**src/rtl/fft_pkg.sv**
```systemverilog
// Shared defaults and state encoding for the FFT butterfly scheduler.
package fft_pkg;

   localparam int LOG2N_DEF    = 5;
   localparam int N_DEF        = 1 << LOG2N_DEF;
   localparam int BFLY_LAT_DEF = 3;

   typedef enum logic [1:0] {
      ST_IDLE  = 2'd0,
      ST_ISSUE = 2'd1,
      ST_DRAIN = 2'd2,
      ST_DONE  = 2'd3
   } state_e;

endpackage

```
**src/rtl/fft_bfly_addr.sv**
```systemverilog
// In-place radix-2 operand addressing: maps (stage, butterfly index) to the
// two operand addresses and the twiddle ROM index.
module fft_bfly_addr
   import fft_pkg::*;
#(
   parameter int LOG2N = LOG2N_DEF
) (
   input  logic [2:0]       stage,
   input  logic [LOG2N-2:0] j,
   output logic [LOG2N-1:0] addr_a,
   output logic [LOG2N-1:0] addr_b,
   output logic [LOG2N-2:0] tw_idx
);

   logic [LOG2N-1:0] j_ext_s;
   logic [LOG2N-1:0] half_s;
   logic [LOG2N-1:0] mask_s;
   logic [LOG2N-1:0] hi_s;
   logic [LOG2N-1:0] lo_s;
   logic [LOG2N-1:0] tw_full_s;
   logic [2:0]       tw_shift_s;

   // Group index goes to the upper bits, offset within the group stays low.
   always_comb begin
      j_ext_s    = {1'b0, j};
      half_s     = LOG2N'(1) << stage;
      mask_s     = half_s - LOG2N'(1);
      hi_s       = (j_ext_s >> stage) << (stage + 3'd1);
      lo_s       = j_ext_s & mask_s;
      addr_a     = hi_s | lo_s;
      addr_b     = addr_a + half_s;
      tw_shift_s = 3'(LOG2N - 1) - stage;
      tw_full_s  = lo_s << tw_shift_s;
      tw_idx     = tw_full_s[LOG2N-2:0];
   end

endmodule

```
**src/rtl/fft_bfly_sched.sv**
```systemverilog
// Butterfly issue scheduler for an in-place radix-2 FFT: walks stages and
// butterflies, drains the datapath between stages, and delays issues into write-backs.
module fft_bfly_sched
   import fft_pkg::*;
#(
   parameter int LOG2N    = LOG2N_DEF,
   parameter int BFLY_LAT = BFLY_LAT_DEF
) (
   input  logic             clk,
   input  logic             rst,
   input  logic             start,
   input  logic             abort,
   input  logic             dp_ready,
   output logic             busy,
   output logic             done,
   output logic [2:0]       stage,
   output logic             rd_en,
   output logic [LOG2N-1:0] rd_addr_a,
   output logic [LOG2N-1:0] rd_addr_b,
   output logic [LOG2N-2:0] tw_idx,
   output logic             wr_en,
   output logic [LOG2N-1:0] wr_addr_a,
   output logic [LOG2N-1:0] wr_addr_b
);

   localparam int             JW         = LOG2N - 1;
   localparam int             PW         = BFLY_LAT * LOG2N;
   localparam logic [JW-1:0]  J_LAST     = {JW{1'b1}};
   localparam logic [2:0]     STAGE_LAST = 3'(LOG2N - 1);
   localparam logic [2:0]     DRAIN_LAST = 3'(BFLY_LAT - 1);

   state_e                         state_q, state_d;
   logic [2:0]                     stage_q, stage_d;
   logic [JW-1:0]                  j_q, j_d;
   logic [2:0]                     drain_q, drain_d;
   logic [BFLY_LAT-1:0]            vld_q, vld_d;
   logic [BFLY_LAT-1:0][LOG2N-1:0] pa_q, pa_d;
   logic [BFLY_LAT-1:0][LOG2N-1:0] pb_q, pb_d;

   logic             issue_s;
   logic             flush_s;
   logic             in_issue_s;
   logic [LOG2N-1:0] addr_a_s;
   logic [LOG2N-1:0] addr_b_s;
   logic [LOG2N-2:0] tw_s;
   logic [LOG2N-1:0] iss_a_s;
   logic [LOG2N-1:0] iss_b_s;

   fft_bfly_addr #(
      .LOG2N (LOG2N)
   ) u_addr (
      .stage  (stage_q),
      .j      (j_q),
      .addr_a (addr_a_s),
      .addr_b (addr_b_s),
      .tw_idx (tw_s)
   );

   assign flush_s    = abort && (state_q != ST_IDLE);
   assign in_issue_s = (state_q == ST_ISSUE);

   // Stage/butterfly walk; a cancel outranks every other transition.
   always_comb begin
      state_d = state_q;
      stage_d = stage_q;
      j_d     = j_q;
      drain_d = drain_q;
      issue_s = 1'b0;
      if (flush_s) begin
         state_d = ST_IDLE;
         stage_d = 3'd0;
         j_d     = '0;
         drain_d = 3'd0;
      end else begin
         case (state_q)
            ST_IDLE: begin
               if (start) begin
                  state_d = ST_ISSUE;
                  stage_d = 3'd0;
                  j_d     = '0;
               end else begin
                  state_d = ST_IDLE;
               end
            end
            ST_ISSUE: begin
               issue_s = dp_ready;
               if (dp_ready) begin
                  if (j_q == J_LAST) begin
                     j_d     = '0;
                     drain_d = 3'd0;
                     state_d = ST_DRAIN;
                  end else begin
                     j_d = j_q + JW'(1);
                  end
               end else begin
                  j_d = j_q;
               end
            end
            ST_DRAIN: begin
               if (drain_q == DRAIN_LAST) begin
                  drain_d = 3'd0;
                  if (stage_q == STAGE_LAST) begin
                     state_d = ST_DONE;
                  end else begin
                     stage_d = stage_q + 3'd1;
                     state_d = ST_ISSUE;
                  end
               end else begin
                  drain_d = drain_q + 3'd1;
               end
            end
            ST_DONE: begin
               state_d = ST_IDLE;
               stage_d = 3'd0;
            end
            default: begin
               state_d = ST_IDLE;
               stage_d = 3'd0;
               j_d     = '0;
               drain_d = 3'd0;
            end
         endcase
      end
   end

   // Write-back delay line; idle slots carry zero addresses.
   always_comb begin
      if (issue_s) begin
         iss_a_s = addr_a_s;
         iss_b_s = addr_b_s;
      end else begin
         iss_a_s = {LOG2N{1'b0}};
         iss_b_s = {LOG2N{1'b0}};
      end
      if (flush_s) begin
         vld_d = '0;
         pa_d  = '0;
         pb_d  = '0;
      end else begin
         vld_d = BFLY_LAT'({vld_q, issue_s});
         pa_d  = PW'({pa_q, iss_a_s});
         pb_d  = PW'({pb_q, iss_b_s});
      end
   end

   // State, counters and delay line registers.
   always_ff @(posedge clk or posedge rst) begin
      if (rst) begin
         state_q <= ST_IDLE;
         stage_q <= 3'd0;
         j_q     <= '0;
         drain_q <= 3'd0;
         vld_q   <= '0;
         pa_q    <= '0;
         pb_q    <= '0;
      end else begin
         state_q <= state_d;
         stage_q <= stage_d;
         j_q     <= j_d;
         drain_q <= drain_d;
         vld_q   <= vld_d;
         pa_q    <= pa_d;
         pb_q    <= pb_d;
      end
   end

   assign busy      = (state_q != ST_IDLE);
   assign done      = (state_q == ST_DONE) && !abort;
   assign stage     = stage_q;
   assign rd_en     = issue_s;
   assign rd_addr_a = in_issue_s ? addr_a_s : {LOG2N{1'b0}};
   assign rd_addr_b = in_issue_s ? addr_b_s : {LOG2N{1'b0}};
   assign tw_idx    = in_issue_s ? tw_s : {(LOG2N-1){1'b0}};
   assign wr_en     = vld_q[BFLY_LAT-1];
   assign wr_addr_a = pa_q[BFLY_LAT-1];
   assign wr_addr_b = pb_q[BFLY_LAT-1];

endmodule

```
**config.mk**
```make
export PLATFORM = sky130hd
export DESIGN_NAME = fft_bfly_sched
export DESIGN_NICKNAME = d
export VERILOG_FILES = /design/src/rtl/fft_pkg.sv /design/src/rtl/fft_bfly_addr.sv /design/src/rtl/fft_bfly_sched.sv
export SDC_FILE = /design/constraint.sdc
export NUM_CORES = 1
export LEC_CHECK = 0
export CAP_MARGIN = 0
export CORE_ASPECT_RATIO = 1.2
export CORE_MARGIN = 3
export CORE_UTILIZATION = 35
export CTS_BUF_LIST = sky130_fd_sc_hd__clkbuf_16
export CTS_CLUSTER_SIZE = 14
export DETAILED_ROUTE_END_ITERATION = 7
export DONT_BUFFER_PORTS = 1
export PLACE_DENSITY = 0.5
export SYNTH_ARGS = -nofsm -noshare
export SYNTH_HDL_FRONTEND = slang
export SYNTH_SLANG_ARGS = --single-unit
```
**constraint.sdc**
```tcl
create_clock -name clk -period 6.41 [get_ports clk]
set_input_delay 0.3205 -clock clk [delete_from_list [all_inputs] [get_ports clk]]
set_output_delay 0.3205 -clock clk [all_outputs]
set_load 0.1 [all_outputs]
```
==> results of run 1 <==
==> worst max path at each step <==
stage                                     from            to  slack [ns]  depth (start not counted)
after floorplan           stage[0]$_DFFE_PP0P_     tw_idx[0]        1.04                          5
after global placement    stage[2]$_DFFE_PP0P_  rd_addr_b[3]        2.30                         13
after detailed placement  stage[1]$_DFFE_PP0P_  rd_addr_b[3]        2.32                         11
after CTS                 stage[1]$_DFFE_PP0P_  rd_addr_b[3]        2.01                         11
after global routing      stage[1]$_DFFE_PP0P_  rd_addr_b[3]        1.71                         11
final                     stage[1]$_DFFE_PP0P_  rd_addr_b[3]        1.95                         11
==> synth_stat cells (2+ instances only) <==
master / count / area, um2
clkbuf_1: 5 / 18.8
ha_1: 12 / 150
o21ai_0: 19 / 95.1
buf_4: 10 / 75.1
nand2_1: 10 / 37.5
mux2i_1: 4 / 40.0
nor2b_1: 3 / 18.8
a31oi_1: 4 / 25.0
and2_1: 24 / 150
buf_2: 5 / 25.0
xor2_1: 4 / 35.0
xnor2_1: 2 / 17.5
nor2_1: 30 / 113
a21oi_1: 9 / 45.0
nand3b_1: 2 / 15.0
a211oi_1: 3 / 22.5
inv_1: 16 / 60.1
buf_6: 2 / 22.5
dfrtp_1: 45 / 1130
a22o_1: 2 / 17.5
nand3_1: 3 / 15.0
nor3_1: 3 / 15.0
a21o_1: 3 / 22.5
nand2b_1: 5 / 31.3
==> state kept, by name, summed over array words and instances (netlist names) <==
name,cells
stage,3
vld_q,3
j_q,4
state_q,2
drain_q,3
pb_q,10
wr_addr_a,5
wr_addr_b,5
pa_q,10
==> power by group <==
group	total (mW)	internal (mW)	switching [mW]	leakage [nW]
clock	0.281	0.181	0.0999	0.0797
sequential	0.301	0.289	0.0125	0.624
combinational	0.0668	0.0112	0.0556	0.542
==> cell families (layout without fill, tap and decap cells) <==
| family | count (synthesis) | after routing |
|---|---|---|
| flops | 45 | 45 |
| compound gates | 50 | 50 |
| mux | 4 | 4 |
| buf+inv | 38 | 30 |
| fa+ha+maj | 13 | 13 |
| simple gates | 88 | 88 |
| xor+xnor | 6 | 6 |
==> worst reg2reg max path, delay by kind of cell, from the launching register on <==
kind / cells / cell delay (ns)
XOR/XNOR: 2 / 0.33
buffers and inverters: 4 / 0.69
AO/OA/AOI/OAI: 2 / 0.35
AND/OR/NAND/NOR: 3 / 0.59
adder cells (fa/ha/maj): 3 / 1.08
flip-flops: 1 / 0.33
==> cell usage in the layout, fill, tap and decap left out, types with 3 or more instances in the layout <==
| master | count |
|---|---|
| nor2_1 | 20 |
| nand2_1 | 10 |
| nand2b_1 | 5 |
| mux2i_1 | 4 |
| nor2b_1 | 3 |
| nand3_1 | 3 |
| a21oi_1 | 9 |
| and2_1 | 24 |
| clkbuf_16 | 6 |
| buf_4 | 5 |
| nor2_2 | 10 |
| dfrtp_1 | 45 |
| ha_1 | 12 |
| xor2_1 | 4 |
| inv_1 | 15 |
| o21ai_0 | 19 |
| a31oi_1 | 4 |
| a21o_1 | 3 |
==> stage by stage <==
stage | instance area, um2 | cells | hold WS, ns
global placement | 2470 | 314 | 0.392
detailed placement | 2470 | 314 | 0.393
global route | 2630 | 321 | 0.130
floorplan | 2370 | 244 | 0.428
CTS | 2630 | 321 | 0.0959
finish | 2630 | 321 | 0.0656
==> per-layer routing <==
metal / up-vias / share of wire, % / wire [um] / GRT usage, %
li1: 785 / - / - / -
met1: 794 / 42 / 2000 / 16.7
met2: 57 / 51 / 2440 / 22.1
met3: 12 / 4.7 / 223 / 3.75
met4: 0 / 2.3 / 110 / 5.63
met5: - / 0 / 0 / 0
==> layout make-up <==
cell class	count	area, um2
clock buffers	5	125
clock inverters	2	35.0
fillers	647	3860
inverters	16	60.1
multi-input cells	161	1090
flip-flops and latches	45	1130
well taps	85	106
repair buffers	7	90.1
==> reports/results.tsv, run 1 <==
metric	value	unit
finalMaxSlewViolations	0	
crit_type	reg -> out	
drc	0	
first_pass_iters	5	
io_pins	36	
slew_headroom	25.2	%
start_util	36.5	%
core.rowCount	32	
first_iter_violations	72	
grt_overflow	0	
worst_pin_slew	1.12	ns
critPathSlowestCell	nor2_2	
hold_viol	0	
gp_congestion	0.876	
ctsResizeCount	0	
cap_violations	0	
rrSetupSlack	2.94	ns
synth_edf_count	0	
die_w	81.1	um
numCtsBuffers	5	
min_period	4.46	ns
fin_ws	1.95	ns
ys_seq_area_share	47.6	%
root_buffer	clkbuf_16	
cpLargestDelayFamily	adder cells	
outcome	complete, no violations	
dp_hpwl	3.47	mm
grt_pass1_vias	1599	
synthAdderAreaFrac	7.19	%
cp_max_fo	13	
antennaDiodeCount	0	
worstRegToRegCells	14	
min_path_type	in -> async	
ys_async_sr_fraction	100	%
clk_latency	0.28	ns
ctsHoldBuffers	0	
dominantRegCellSynth	dfrtp_1	
fmax	224	MHz
h-tree-depth	2	
grt_usage	13.5	%
synth_xor_area_share	2.22	%
nets	254	
fin_util	40.5	%
synth_compound_gate_area_share	13.5	%
pre_cts_slack	2.32	ns
io_buffers	0	
p_per_area	247	nW/um2
cts_tree	yes	
critPathArrivalTime	4.14	ns
peakVddDrop	0.0943	mV
synth_top_family_by_area	simple AND/OR/NAND/NOR gates	
cts_sinks	45	
setup_viol_count_final	0	
num_vias	1648	
area_growth	11.2	%
grt_start_max_net_pins	46	
syn_area_per_cell	9.70	um2
core_area	6490	um2
ant_nets	0	
rsz0062_at_grt	no	
p_leak	1.25	nW
slowest_delay	0.81	ns
post_cts_buffers	0	
required	6.09	ns
path_clk_slew	0.06	ns
synth.area.mux_share	1.69	%
grt_pass1_wl	8.05	mm
crit_path_cell_trace	buf_4 -> inv_1 -> ha_1 -> inv_1 -> a21boi_1 -> inv_1 -> ha_1 -> a21o_1 -> a21oi_1 -> xor2_1 -> nor2_2	
yosys_register_bits	45	
end_kind	primary output	
wl	4.78	mm
cp.buffers_inverters	4	
via_per_inst	5.13	
cts_buffer_depth	2	
synthCells	244	
r2r-end	pb_q[4]$_DFF_PP0_	
start_kind	flop	
setup_tns	0	ns
grt_antenna_before_repair	0	
die_height	96.1	um
syn-num-nets	262	
wl_per_cell	14.9	um
fp.dieArea	7790	um2
syn_area	2370	um2
period_share	69.7	%
synthSimpleGateAreaFrac	19.2	%
total_power	649	uW
path_common_cell	inv_1	
fin_skew	0.00417	ns
r2r_start	stage[1]$_DFFE_PP0P_	
synth_cell_types	43	
drive_gt1_share	12.7	%
yosys_warnings	0	
(Power assumes the default switching activity.)
==> inputs of run 2 (changes only) <==
--- a/config.mk
+++ b/config.mk
@@ -5,6 +5,7 @@
 export SDC_FILE = /design/constraint.sdc
 export NUM_CORES = 1
 export LEC_CHECK = 0
+export ABC_AREA = 1
 export CAP_MARGIN = 0
 export CORE_ASPECT_RATIO = 1.2
 export CORE_MARGIN = 3
==> constraint.sdc (replaced) <==
create_clock -name clk -period 4.3 [get_ports clk]
set_input_delay 0.215 -clock clk [delete_from_list [all_inputs] [get_ports clk]]
set_output_delay 0.215 -clock clk [all_outputs]
set_load 0.1 [all_outputs]
==> run 2 against run 1 <==
Count of clock-buffer cells in the layout unchanged. Largest power group is now combinational cells. Total power increased to 2.7 times the previous value. Critical path depth increased by 6. Sequential power increased by 76%. Clock power increased by 49%.
==> reports/results.tsv, run 2 <==
metric	value	unit
finalMaxSlewViolations	0	
grt_pass1_wl	8.49	mm
synthCells	302	
cts_sinks	45	
grt_usage	13.5	%
crit_type	reg -> out	
start_util	37.2	%
critPathArrivalTime	3.19	ns
cts_tree	yes	
fp.dieArea	8100	um2
swShare	48.0	%
antennaDiodeCount	0	
fmax	294	MHz
area_growth	15.7	%
power.switching	848	uW
io_buffers	0	
grt_overflow	0	
die_height	98.0	um
peakVddDrop	0.244	mV
synth_cell_types	33	
grt_pass1_vias	1779	
yosysTopAreaCell	dfrtp_1	
numCtsBuffers	5	
setup_tns	0	ns
largestRegisters	pa_q x10, pb_q x10	
wl	4.87	mm
cp.buffers_inverters	5	
start_kind	flop	
hold_viol	0	
syn_area_per_cell	8.18	um2
crit_path_cell_trace	inv_2 -> ha_1 -> inv_1 -> nand4_1 -> nand2_1 -> ha_1 -> inv_1 -> fa_1 -> nand3b_1 -> nand2_1 -> nand2_1 -> nand2_1 -> inv_1 -> nand4_1 -> nand2_1 -> nor2_2 -> buf_12	
synth_top_area_share	45.6	%
synth_xor_area_share	0.709	%
cap_violations	0	
pre_cts_slack	1.19	ns
cpLargestDelayFamily	simple AND/OR/NAND/NOR gates	
synth_area_leaders	dfrtp_1 46%, nor2_1 8.1%, inv_1 7.8%	
ys_seq_area_share	45.6	%
slew_headroom	38.1	%
worst_pin_slew	0.927	ns
r2r-end	pb_q[4]$_DFF_PP0_	
slowest_delay	0.40	ns
synth_commonest_cells	53 x nor2_1, 51 x inv_1, 45 x dfrtp_1	
num_vias	1775	
clkPwrFrac	23.8	%
p_per_area	618	nW/um2
rsz0062_at_grt	no	
first_iter_violations	107	
setup_viol_count_final	0	
end_kind	primary output	
root_buffer	clkbuf_16	
ys_async_sr_fraction	100	%
wl_per_cell	12.2	um
syn_area	2470	um2
internal_power	918	uW
clk_latency	0.28	ns
ctsHoldBuffers	0	
synth_top_family_by_area	simple AND/OR/NAND/NOR gates	
via_per_inst	4.46	
p_leak	1.43	nW
ant_nets	0	
final_cell_mix	50 x inv_1, 45 x dfrtp_1, 42 x nand2_1	
pwr-share-comb	46.2	%
fin_ws	0.900	ns
post_cts_buffers	0	
required	4.09	ns
grt_start_max_net_pins	46	
dp_hpwl	3.69	mm
whs	0.0261	ns
nets	331	
synth_edf_count	0	
seqPwrFrac	30.0	%
io_pins	36	
synthAdderAreaFrac	6.89	%
die_w	82.7	um
cts_buffer_depth	2	
fillers	688	
min_path_type	in -> async	
worstRegToRegCells	17	
synth_compound_gate_area_share	7.14	%
core_area	6650	um2
period_share	79.1	%
drc	0	
first_pass_iters	4	
drive_gt1_share	24.6	%
yosysMostFrequentCell	nor2_1	
h-tree-depth	2	
path_common_cell	nand2_1	
ctsResizeCount	0	
dominantRegCellSynth	dfrtp_1	
path_clk_slew	0.06	ns
mostFrequentLayoutCell	inv_1	
critPathSlowestCell	dfrtp_1	
outcome	complete, no violations	
min_period	3.40	ns
yosys_warnings	0	
fin_skew	0.00584	ns
rrSetupSlack	1.53	ns
synth.area.mux_share	0.405	%
yosys_register_bits	45	
grt_antenna_before_repair	0	
r2r_start	stage[0]$_DFFE_PP0P_	
syn-num-nets	320	
core.rowCount	32	
cp_max_fo	12	
synthSimpleGateAreaFrac	25.4	%
gp_congestion	0.857	
[run 2: changes by cell type in the layout (fill, tap and decap cells not counted), sizes merged, moves of 11 or more]
cell | previous run | this run
and2 | 24 | 0
buf | 6 | 19
inv | 15 | 62
nand2 | 10 | 50
nand3 | 3 | 14
nor2 | 30 | 61
[run 2: routing by layer]
metal	part of all wire [%]	global-route usage [%]	up-vias
met2	51	22.6	40
met4	1.4	5.41	0
met3	4.1	3.41	6
met5	0	0	-
met1	43	16.3	799
li1	-	-	930
[run 2: kinds of logic after synthesis]
group	after synthesis
buf+inv	78
xor+xnor	2
flops	45
fa+ha+maj	13
compound gates	30
simple gates	133
mux	1
[run 2: worst max path at each step]
stage / startpoint / to / slack [ns] / cells after the start
floorplan: stage[2]$_DFFE_PP0P_ / rd_addr_b[3] / 0.09 / 13
CTS: stage[0]$_DFFE_PP0P_ / rd_addr_b[4] / 0.88 / 17
finish: stage[0]$_DFFE_PP0P_ / rd_addr_b[4] / 0.90 / 17
global placement: stage[1]$_DFFE_PP0P_ / rd_addr_b[4] / 1.18 / 17
global route: stage[0]$_DFFE_PP0P_ / rd_addr_b[4] / 0.63 / 17
detailed placement: stage[0]$_DFFE_PP0P_ / rd_addr_b[4] / 1.19 / 17
[run 2: area by class of cell]
cell class | instances | area (um2) | share of cell area [%]
repair buffers | 19 | 188 | 6.57
clock buffers | 5 | 125 | 4.38
flip-flops and latches | 45 | 1130 | 39.4
inverters | 63 | 236 | 8.27
clock inverters | 2 | 35.0 | 1.23
multi-input cells | 179 | 1040 | 36.4
well taps | 85 | 106 | 3.72
[run 2: through the flow]
step,power [mW],std cells,instance area (um2),utilization [%]
detailed placement,1.36,391,2700,40.6
CTS,1.78,398,2860,43.0
floorplan,1.19,302,2470,-
global placement,1.36,391,2700,40.6
finish,1.77,398,2860,43.0
global route,1.88,398,2860,43.0
[run 2: power by group through the flow]
stage / clock, mW / combinational, mW / sequential [mW]
after CTS: 0.430 / 0.824 / 0.531
after global placement: 0 / 0.821 / 0.538
after global routing: 0.451 / 0.891 / 0.537
after floorplan: 0 / 0.667 / 0.527
after detailed placement: 0 / 0.822 / 0.539
final: 0.420 / 0.816 / 0.530
==> inputs of run 3 (changes only) <==
--- a/config.mk
+++ b/config.mk
@@ -5,7 +5,7 @@
 export SDC_FILE = /design/constraint.sdc
 export NUM_CORES = 1
 export LEC_CHECK = 0
-export ABC_AREA = 1
+export ABC_AREA = 0
 export CAP_MARGIN = 0
 export CORE_ASPECT_RATIO = 1.2
 export CORE_MARGIN = 3
@@ -14,7 +14,7 @@
 export CTS_CLUSTER_SIZE = 14
 export DETAILED_ROUTE_END_ITERATION = 7
 export DONT_BUFFER_PORTS = 1
-export PLACE_DENSITY = 0.5
+export PLACE_DENSITY = 0.52
 export SYNTH_ARGS = -nofsm -noshare
 export SYNTH_HDL_FRONTEND = slang
 export SYNTH_SLANG_ARGS = --single-unit
==> constraint.sdc (replaced) <==
create_clock -name clk -period 2.8 [get_ports clk]
set_input_delay 0.14 -clock clk [delete_from_list [all_inputs] [get_ports clk]]
set_output_delay 0.14 -clock clk [all_outputs]
set_load 0.1 [all_outputs]
==> run 3 against run 2 <==
The flow now finishes with violations (setup timing). Final area increased by 14%. Sequential power increased by 30%. Die area decreased by 3.9%. Register-to-register slack got worse by 1.4 ns. Worst hold slack improved by 0.089 ns. Wire length increased by 8.7%. Clock power increased by 39%. First-iteration DRC count decreased by 60%.
==> reports/results.tsv, run 3 (synthesized netlist as in run 1, its figures left out) <==
metric	value	unit
outcome	finished, violations left	
violations	setup timing	
wl_per_cell	14.3	um
critPathSlowestCell	dfrtp_4	
grt_pass1_vias	1807	
start_util	36.5	%
path_common_cell	xnor2_2	
seqCellArea	1140	um2
drc	0	
root_buffer	clkbuf_16	
mostFrequentLayoutCell	buf_4	
gp_congestion	0.854	
rsz0062_at_grt	yes	
start_kind	flop	
critPathLaunch	stage[1]$_DFFE_PP0P_	
core.rowCount	32	
rrSetupSlack	0.15	ns
end_kind	primary output	
largestRegisters	pa_q x10, pb_q x10	
hold_depth	3	
cap_violations	0	
p_per_area	452	nW/um2
min_period	3.08	ns
first_iter_violations	43	
worst_pin_slew	0.873	ns
io_buffers	0	
finalMaxSlewViolations	0	
cts_tree	yes	
cpLargestDelayFamily	adder cells	
crit_type	reg -> out	
worstRegToRegCells	14	
slew_headroom	41.9	%
die_height	96.1	um
crit_path_cell_trace	buf_6 -> mux2i_2 -> nor3_4 -> a31oi_2 -> inv_1 -> ha_2 -> inv_2 -> fa_2 -> nand2b_4 -> a21oi_4 -> xnor2_2 -> xnor2_2 -> nor2_4 -> buf_12	
peakVddDrop	0.213	mV
io_pins	36	
first_pass_iters	4	
setup_viol_count_final	3	
r2r_start	stage[1]$_DFFE_PP0P_	
cp_max_fo	8	
worstSetupEndpoint	rd_addr_b[4]	
h-tree-depth	2	
ant_nets	0	
r2r-end	pb_q[3]$_DFF_PP0_	
path_depth	14	
hold_viol	0	
fin_skew	0.00240	ns
fp.dieArea	7790	um2
fmax	324	MHz
antennaDiodeCount	0	
grt_pass1_wl	8.70	mm
critPathArrivalTime	2.94	ns
required	2.66	ns
grt_overflow	0	
slowest_delay	0.51	ns
grt_start_max_net_pins	36	
fin_ws	-0.284	ns
dp.cells	354	
drive_gt1_share	37.1	%
dpl_cell_area	2980	um2
total_power	1.47	mW
via_per_inst	4.88	
numCtsBuffers	5	
min_path_type	in -> reg	
area_growth	37.4	%
cts_buffer_depth	2	
cts_sinks	45	
period_share	110	%
wl	5.29	mm
multiInputGateArea	1260	um2
cp.buffers_inverters	4	
grt_usage	14.8	%
core_area	6490	um2
post-route-cell-area	3250	um2
fillers	600	
path_clk_slew	0.06	ns
p_leak	1.51	nW
num_vias	1812	
final_cell_mix	44 x buf_4, 42 x dfrtp_1, 24 x and2_1	
grt_antenna_before_repair	0	
dp_hpwl	3.95	mm
die_w	81.1	um
instances_no_fill	371	
clk_latency	0.28	ns
nets	303	
==> run 3: how the worst min path moves through the flow <==
stage                         from                     end  slack, ns
final                        abort      j_q[3]$_DFFE_PP0P_       0.11
after global routing         abort      j_q[3]$_DFFE_PP0P_       0.12
after CTS                    abort  drain_q[0]$_DFFE_PP0P_       0.11
after detailed placement       rst      vld_q[2]$_DFF_PP0_      -0.01
after global placement         rst      vld_q[2]$_DFF_PP0_      -0.02
after floorplan           dp_ready      j_q[3]$_DFFE_PP0P_       0.33
==> run 3: worst min-delay path, delay by kind of cell <==
| family | cells | cell delay [ns] |
|---|---|---|
| AOI/OAI and AO/OA | 3 | 0.22 |
==> run 3: area by class of cell <==
type | instances | share of cell area [%]
Inverter | 16 | 2.00
Multi-Input combinational cell | 161 | 38.8
Timing Repair Buffer | 56 | 16.4
Tap cell | 85 | 3.27
Clock buffer | 5 | 3.85
Sequential cell | 45 | 35.0
Clock inverter | 3 | 0.654
==> run 3: through the flow <==
step                utilization (%)  hold slack (ns)  worst slack (ns)  TNS [ns]
floorplan                         -            0.329            -0.412     -1.46
global placement               45.9          -0.0173           -0.0633   -0.0877
detailed placement             45.9          -0.0140            -0.108    -0.160
CTS                            49.8            0.107            -0.283    -0.538
global route                   50.1            0.124            -0.415    -0.962
finish                         50.1            0.115            -0.284    -0.536
==> run 3: what timing repair did <==
item | 4_1_cts | 5_1_grt
pin swaps | 11 | 7
resized for setup | 12 | 2
buffers inserted | 5 | 2
hold buffers | 2 | 0
gates cloned | 0 | 0
hold endpoints to repair | 11 | 0
endpoints found under the setup margin | 3 | 4
==> run 3: report_power, final <==
| part | switching [mW] | internal (mW) |
|---|---|---|
| sequential | 0.0284 | 0.661 |
| clock | 0.250 | 0.332 |
| combinational | 0.140 | 0.0581 |
==> run 3: metal layers <==
layer	track usage [%]	share of wire [%]
met2	27.2	53
met3	3.00	3.2
met4	5.35	1.8
met1	16.7	42
met5	0	0
